[config.mk]
export PLATFORM = sky130hd
export DESIGN_NAME = vga_sync_decoder
export DESIGN_NICKNAME = d
export VERILOG_FILES = /design/src/rtl/vga_sync_decoder.sv
export SDC_FILE = /design/constraint.sdc
export NUM_CORES = 1
export LEC_CHECK = 0
export ABC_AREA = 1
export BUFFER_PORTS_ARGS = -buffer_cell sky130_fd_sc_hd__clkbuf_2
export CORE_MARGIN = 2
export CORE_UTILIZATION = 56
export CTS_CLUSTER_DIAMETER = 30
export DETAILED_ROUTE_END_ITERATION = 12
export PLACE_DENSITY_LB_ADDON = 0.05
export REMOVE_ABC_BUFFERS = 1
export SYNTH_ARGS = -nofsm -noshare
export SYNTH_HDL_FRONTEND = slang
export SYNTH_SLANG_ARGS = --single-unit
[constraint.sdc]
create_clock -name clk -period 2.11 [get_ports clk]
set_input_delay 0.3165 -clock clk [delete_from_list [all_inputs] [get_ports clk]]
set_output_delay 0.3165 -clock clk [all_outputs]
set_load 0.05 [all_outputs]
[src/rtl/vga_sync_decoder.sv]
// Rebuilds hcount/vcount/blanking from incoming hsync/vsync, one clock behind the source,
// and tracks whether the incoming sync timing is locked to the expected raster.
module vga_sync_decoder #(
    parameter int H_TOTAL    = 1344,
    parameter int H_ACTIVE   = 1024,
    parameter int H_S_START  = 1048,
    parameter int V_TOTAL    = 806,
    parameter int V_ACTIVE   = 768,
    parameter int V_S_START  = 771,
    parameter int LOCK_LINES = 4
) (
    input  logic        clk,
    input  logic        rst_n,
    input  logic        hsync,
    input  logic        vsync,
    output logic [10:0] hcount,
    output logic [10:0] vcount,
    output logic        hblnk,
    output logic        vblnk,
    output logic        locked,
    output logic        new_frame,
    output logic        sync_err
);

    localparam logic [10:0] H_LAST = 11'(H_TOTAL - 1);
    localparam logic [10:0] H_ACT  = 11'(H_ACTIVE);
    localparam logic [10:0] H_SS   = 11'(H_S_START);
    localparam logic [10:0] H_PRE  = 11'(H_S_START - 1);
    localparam logic [10:0] V_LAST = 11'(V_TOTAL - 1);
    localparam logic [10:0] V_ACT  = 11'(V_ACTIVE);
    localparam logic [10:0] V_SS   = 11'(V_S_START);
    localparam logic [10:0] V_PRE  = 11'(V_S_START - 1);
    localparam int          LW     = (LOCK_LINES > 1) ? $clog2(LOCK_LINES) : 1;
    localparam logic [LW-1:0] LC_LAST = LW'(LOCK_LINES - 1);
    localparam logic [LW-1:0] LC_ONE  = LW'(1);
    localparam logic [LW-1:0] LC_ZERO = LW'(0);

    typedef enum logic [1:0] {
        SEARCH = 2'd0,
        H_ACQ  = 2'd1,
        V_ACQ  = 2'd2,
        LOCKED = 2'd3
    } state_t;

    state_t        state_r, state_nxt_s;
    logic          hs_q_r, vs_q_r;
    logic [10:0]   hcount_r, vcount_r, hcount_nxt_s, vcount_nxt_s;
    logic [LW-1:0] line_cnt_r, line_cnt_nxt_s;
    logic          hblnk_r, vblnk_r, locked_r, new_frame_r, sync_err_r;
    logic          hs_rise_s, vs_rise_s, h_wrap_s, h_ok_s, h_bad_s, v_bad_s, err_s;

    // Sync edge detection and the timing-check terms derived from the local counters
    always_comb begin
        hs_rise_s = hsync & ~hs_q_r;
        vs_rise_s = vsync & ~vs_q_r;
        h_wrap_s  = (hcount_r >= H_LAST);
        h_ok_s    = hs_rise_s & (hcount_r == H_PRE);
        h_bad_s   = (hs_rise_s & (hcount_r != H_PRE)) | (~hs_rise_s & (hcount_r == H_PRE));
        v_bad_s   = vs_rise_s ^ ((hcount_r == H_LAST) & (vcount_r == V_PRE));
    end

    // Counter next-state: sync reloads win over increment and wrap
    always_comb begin
        hcount_nxt_s = hcount_r;
        vcount_nxt_s = vcount_r;
        if (hs_rise_s) begin
            hcount_nxt_s = H_SS;
        end else if (h_wrap_s) begin
            hcount_nxt_s = 11'd0;
        end else begin
            hcount_nxt_s = hcount_r + 11'd1;
        end
        if (vs_rise_s && ((state_r == V_ACQ) || (state_r == LOCKED))) begin
            vcount_nxt_s = V_SS;
        end else if (h_wrap_s) begin
            if (vcount_r >= V_LAST) begin
                vcount_nxt_s = 11'd0;
            end else begin
                vcount_nxt_s = vcount_r + 11'd1;
            end
        end else begin
            vcount_nxt_s = vcount_r;
        end
    end

    // Lock FSM next-state; errors are only reported once fully locked
    always_comb begin
        state_nxt_s    = state_r;
        line_cnt_nxt_s = line_cnt_r;
        err_s          = 1'b0;
        case (state_r)
            SEARCH: begin
                if (hs_rise_s) begin
                    line_cnt_nxt_s = LC_ZERO;
                    state_nxt_s    = H_ACQ;
                end else begin
                    state_nxt_s = SEARCH;
                end
            end
            H_ACQ: begin
                if (h_bad_s) begin
                    state_nxt_s = SEARCH;
                end else if (h_ok_s) begin
                    if (line_cnt_r == LC_LAST) begin
                        state_nxt_s = V_ACQ;
                    end else begin
                        line_cnt_nxt_s = line_cnt_r + LC_ONE;
                    end
                end else begin
                    state_nxt_s = H_ACQ;
                end
            end
            V_ACQ: begin
                if (h_bad_s) begin
                    state_nxt_s = SEARCH;
                end else if (vs_rise_s) begin
                    state_nxt_s = LOCKED;
                end else begin
                    state_nxt_s = V_ACQ;
                end
            end
            LOCKED: begin
                if (h_bad_s || v_bad_s) begin
                    err_s       = 1'b1;
                    state_nxt_s = SEARCH;
                end else begin
                    state_nxt_s = LOCKED;
                end
            end
            default: begin
                state_nxt_s = SEARCH;
            end
        endcase
    end

    // State, counters and registered outputs (decodes taken from next values so they align)
    always_ff @(posedge clk or negedge rst_n) begin
        if (!rst_n) begin
            state_r     <= SEARCH;
            hs_q_r      <= 1'b0;
            vs_q_r      <= 1'b0;
            hcount_r    <= 11'd0;
            vcount_r    <= 11'd0;
            line_cnt_r  <= LC_ZERO;
            hblnk_r     <= 1'b0;
            vblnk_r     <= 1'b0;
            locked_r    <= 1'b0;
            new_frame_r <= 1'b0;
            sync_err_r  <= 1'b0;
        end else begin
            state_r     <= state_nxt_s;
            hs_q_r      <= hsync;
            vs_q_r      <= vsync;
            hcount_r    <= hcount_nxt_s;
            vcount_r    <= vcount_nxt_s;
            line_cnt_r  <= line_cnt_nxt_s;
            hblnk_r     <= (hcount_nxt_s >= H_ACT);
            vblnk_r     <= (vcount_nxt_s >= V_ACT);
            locked_r    <= (state_nxt_s == LOCKED);
            new_frame_r <= (state_r == LOCKED) && (hcount_r == H_LAST) && (vcount_r == V_LAST);
            sync_err_r  <= err_s;
        end
    end

    assign hcount    = hcount_r;
    assign vcount    = vcount_r;
    assign hblnk     = hblnk_r;
    assign vblnk     = vblnk_r;
    assign locked    = locked_r;
    assign new_frame = new_frame_r;
    assign sync_err  = sync_err_r;

endmodule

==> impl_metrics.ini <==
[synthesis]
synth_edf_count = 0
postSynthRegisterBits = 33
synth.most_common_cell = nand2_1
syn_avg_cell_area_sq_um = 7.99
async_flop_share = 1.00
netlist.area_leader.share = 0.434
yosys.area.top_type = dfrtp_1
ys_seq_area_frac = 0.434
yosys-top-cells-area = dfrtp_1 43%, nand2_1 11%, inv_1 6.3%, nor2_1 6.3%, nand3_1 4.2%
synth_cells = 238
synthTopCellsByCount = 57 x nand2_1, 33 x dfrtp_1, 32 x inv_1, 32 x nor2_1, 16 x nand3_1
netlist_area_sq_um = 1900
yosysWarnings = 0
ys.flop_type = dfrtp_1
synth.distinct_cells = 35

[global_route]
grt_max_degree = 34
grt_pass1_wl_um = 6580
grt_usage = 0.211
grt_pass1_vias = 1510
grt_antenna_before_repair = 0
overflow = 0

[clock_network]
cts_made_buffers = 5
hold_buffers = 0
clk_latency_ns = 0.34
path_clk_slew_ns = 0.11
clockBufferDepth = 2
clockRootBuffer = clkbuf_4
clock_sinks = 33
cts_tree = yes
htree_levels = 2

[pwr]
powerDensity_nw_per_um2 = 715
peakVddDrop_uv = 453
leakagePower_nw = 1.15

[cells_and_area]
final_nets = 288
drive_above_1_share = 0.254
final_area_sq_um = 2200
antenna_cells = 0
syn_to_final_growth_pct = 15.6

[timing]
report.final.slew_viol_count = 0
max_freq_ghz = 0.508
tightest_slew_ns = 0.795
hold_viol = 0
period_share = 0.932
skew_ns = 0.00695
finalSetupViolations = 0
relSlewSlack = 0.470
holdWs_ns = 0.0366
min_period_ns = 1.97

[worst_setup_path]
r2r_cells = 10
cp_data_arrival_time_ns = 2.19
rr_startpoint = hcount[0]
worst_ep_required_time_ns = 2.34
crit_path_end_kind = register
start_kind = register
crit_end = line_cnt_r[0]
critPathMaxFanout = 3
r2r_setup_slack_ns = 0.14
setup.worst_path.start = hcount[0]
critical_path_class = register to register
r2r-end = line_cnt_r[0]

[placement]
dpl_cell_area_sq_um = 2120
portBuffers = 30
gp_congestion = 0.858
dp_hpwl_um = 2710

[routing]
routed-wl-met3_um = 149
drcViolationCount = 0
wl_met2_um = 1710
ant_nets = 0
wl_met1_um = 1760
dr.max_layer_used = met4
via_per_inst = 4.99
wl_per_cell_um = 11.3
drt-initial-drc-count = 82
drt-pass1-iter-count = 4
dr_total_vias = 1623
routed_wirelength_um = 3670

[floorplan]
die_area_sq_um = 3880
core_area_sq_um = 3280
die_h_um = 62.3
rows = 21
initial_core_util = 0.579
io_pins = 31
die_w_um = 62.3

[min_path]
hold_path.class = primary input to async pin

[run_status]
status = completed

[job]
maxCapViolations = 0
through the flow:
| stage | setup WS [ns] | util | cells | total power, mW | setup TNS, ns |
|---|---|---|---|---|---|
| 6_report | 0.143 | 0.669 | 325 | 1.57 | 0 |
| 4_1_cts | 0.0100 | 0.663 | 324 | 1.59 | 0 |
| 2_1_floorplan | -0.195 | - | 236 | 1.10 | -0.362 |
| 5_1_grt | -0.0534 | 0.669 | 325 | 1.66 | -0.0737 |
| 3_3_place_gp | 0.115 | 0.645 | 316 | 1.21 | 0 |
| 3_5_place_dp | 0.0311 | 0.645 | 316 | 1.22 | 0 |
power by group:
| part | internal (mW) | total [mW] | switching, mW |
|---|---|---|---|
| Combinational | 0.124 | 0.450 | 0.327 |
| Clock | 0.129 | 0.363 | 0.234 |
| Sequential | 0.686 | 0.758 | 0.0712 |
placed cells by master (no fill, tap or decap), types with 2 or more instances in the layout:
cell / instances
a21oi_1: 2
clkbuf_2: 30
clkbuf_4: 5
o211ai_1: 2
clkinvlp_4: 3
nand2_2: 4
nor3_1: 6
xor2_1: 5
nor2_2: 3
inv_1: 32
nand3_1: 16
a21oi_2: 5
nand2_1: 57
dfrtp_1: 33
nand4_1: 4
o21ai_0: 4
ha_1: 6
buf_4: 5
inv_2: 2
nor2_1: 32
nor3_2: 6
nand2_4: 2
flip-flops by register name, summed over array words and instances, names as in the netlist:
name        flops
vcount         11
vblnk           1
line_cnt_r      2
locked          1
sync_err        1
vs_q_r          1
state_r         2
new_frame       1
hcount         11
hblnk           1
hs_q_r          1
worst min-delay path by stage:
stage,start,depth (start not counted),to
after floorplan,rst_n,0,hblnk
after global placement,vsync,1,vs_q_r
after detailed placement,vsync,1,vs_q_r
after CTS,rst_n,1,vcount[7]
after global routing,vsync,1,vs_q_r
final,rst_n,1,hcount[5]
metal layers:
layer | vias to the layer above | GRT usage
li1 | 846 | -
met1 | 743 | 0.288
met2 | 29 | 0.338
met3 | 5 | 0.0453
met4 | 0 | 0.0667
met5 | - | 0
worst max-delay path, stage by stage, from the launching register on:
cell     delay, ns
dfrtp_1       0.39
ha_1          0.22
nand2_1       0.09
nor4_2        0.31
ha_1          0.29
inv_1         0.08
nand2_1       0.06
nor3_2        0.17
mux2i_1       0.12
nand2_1       0.07
o21ai_0       0.07
cell type report:
type                    count  area, sq um
inverters                  35          134
clock inverters             3         22.5
clock buffers               5         37.5
multi-input cells         168          932
fillers                   296         1090
repair buffers             35          188
flip-flops and latches     33          826
well taps                  46         57.6
kinds of logic (layout without fill, tap and decap cells):
logic type / after synthesis / in the layout / synth area share
AND/OR/NAND/NOR: 138 / 138 / 0.352
adder cells (fa/ha/maj): 6 / 6 / 0.0395
buffers and inverters: 37 / 78 / 0.0810
flip-flops: 33 / 33 / 0.434
AO/OA/AOI/OAI: 18 / 18 / 0.0652
multiplexers: 1 / 1 / 0.00527
XOR/XNOR: 5 / 5 / 0.0230
what timing repair did:
action | in CTS | in global routing
setup endpoints to repair | 0 | 2
buffers inserted | 0 | 1
resized for setup | 0 | 2
Power figures use the tool's default switching activity.
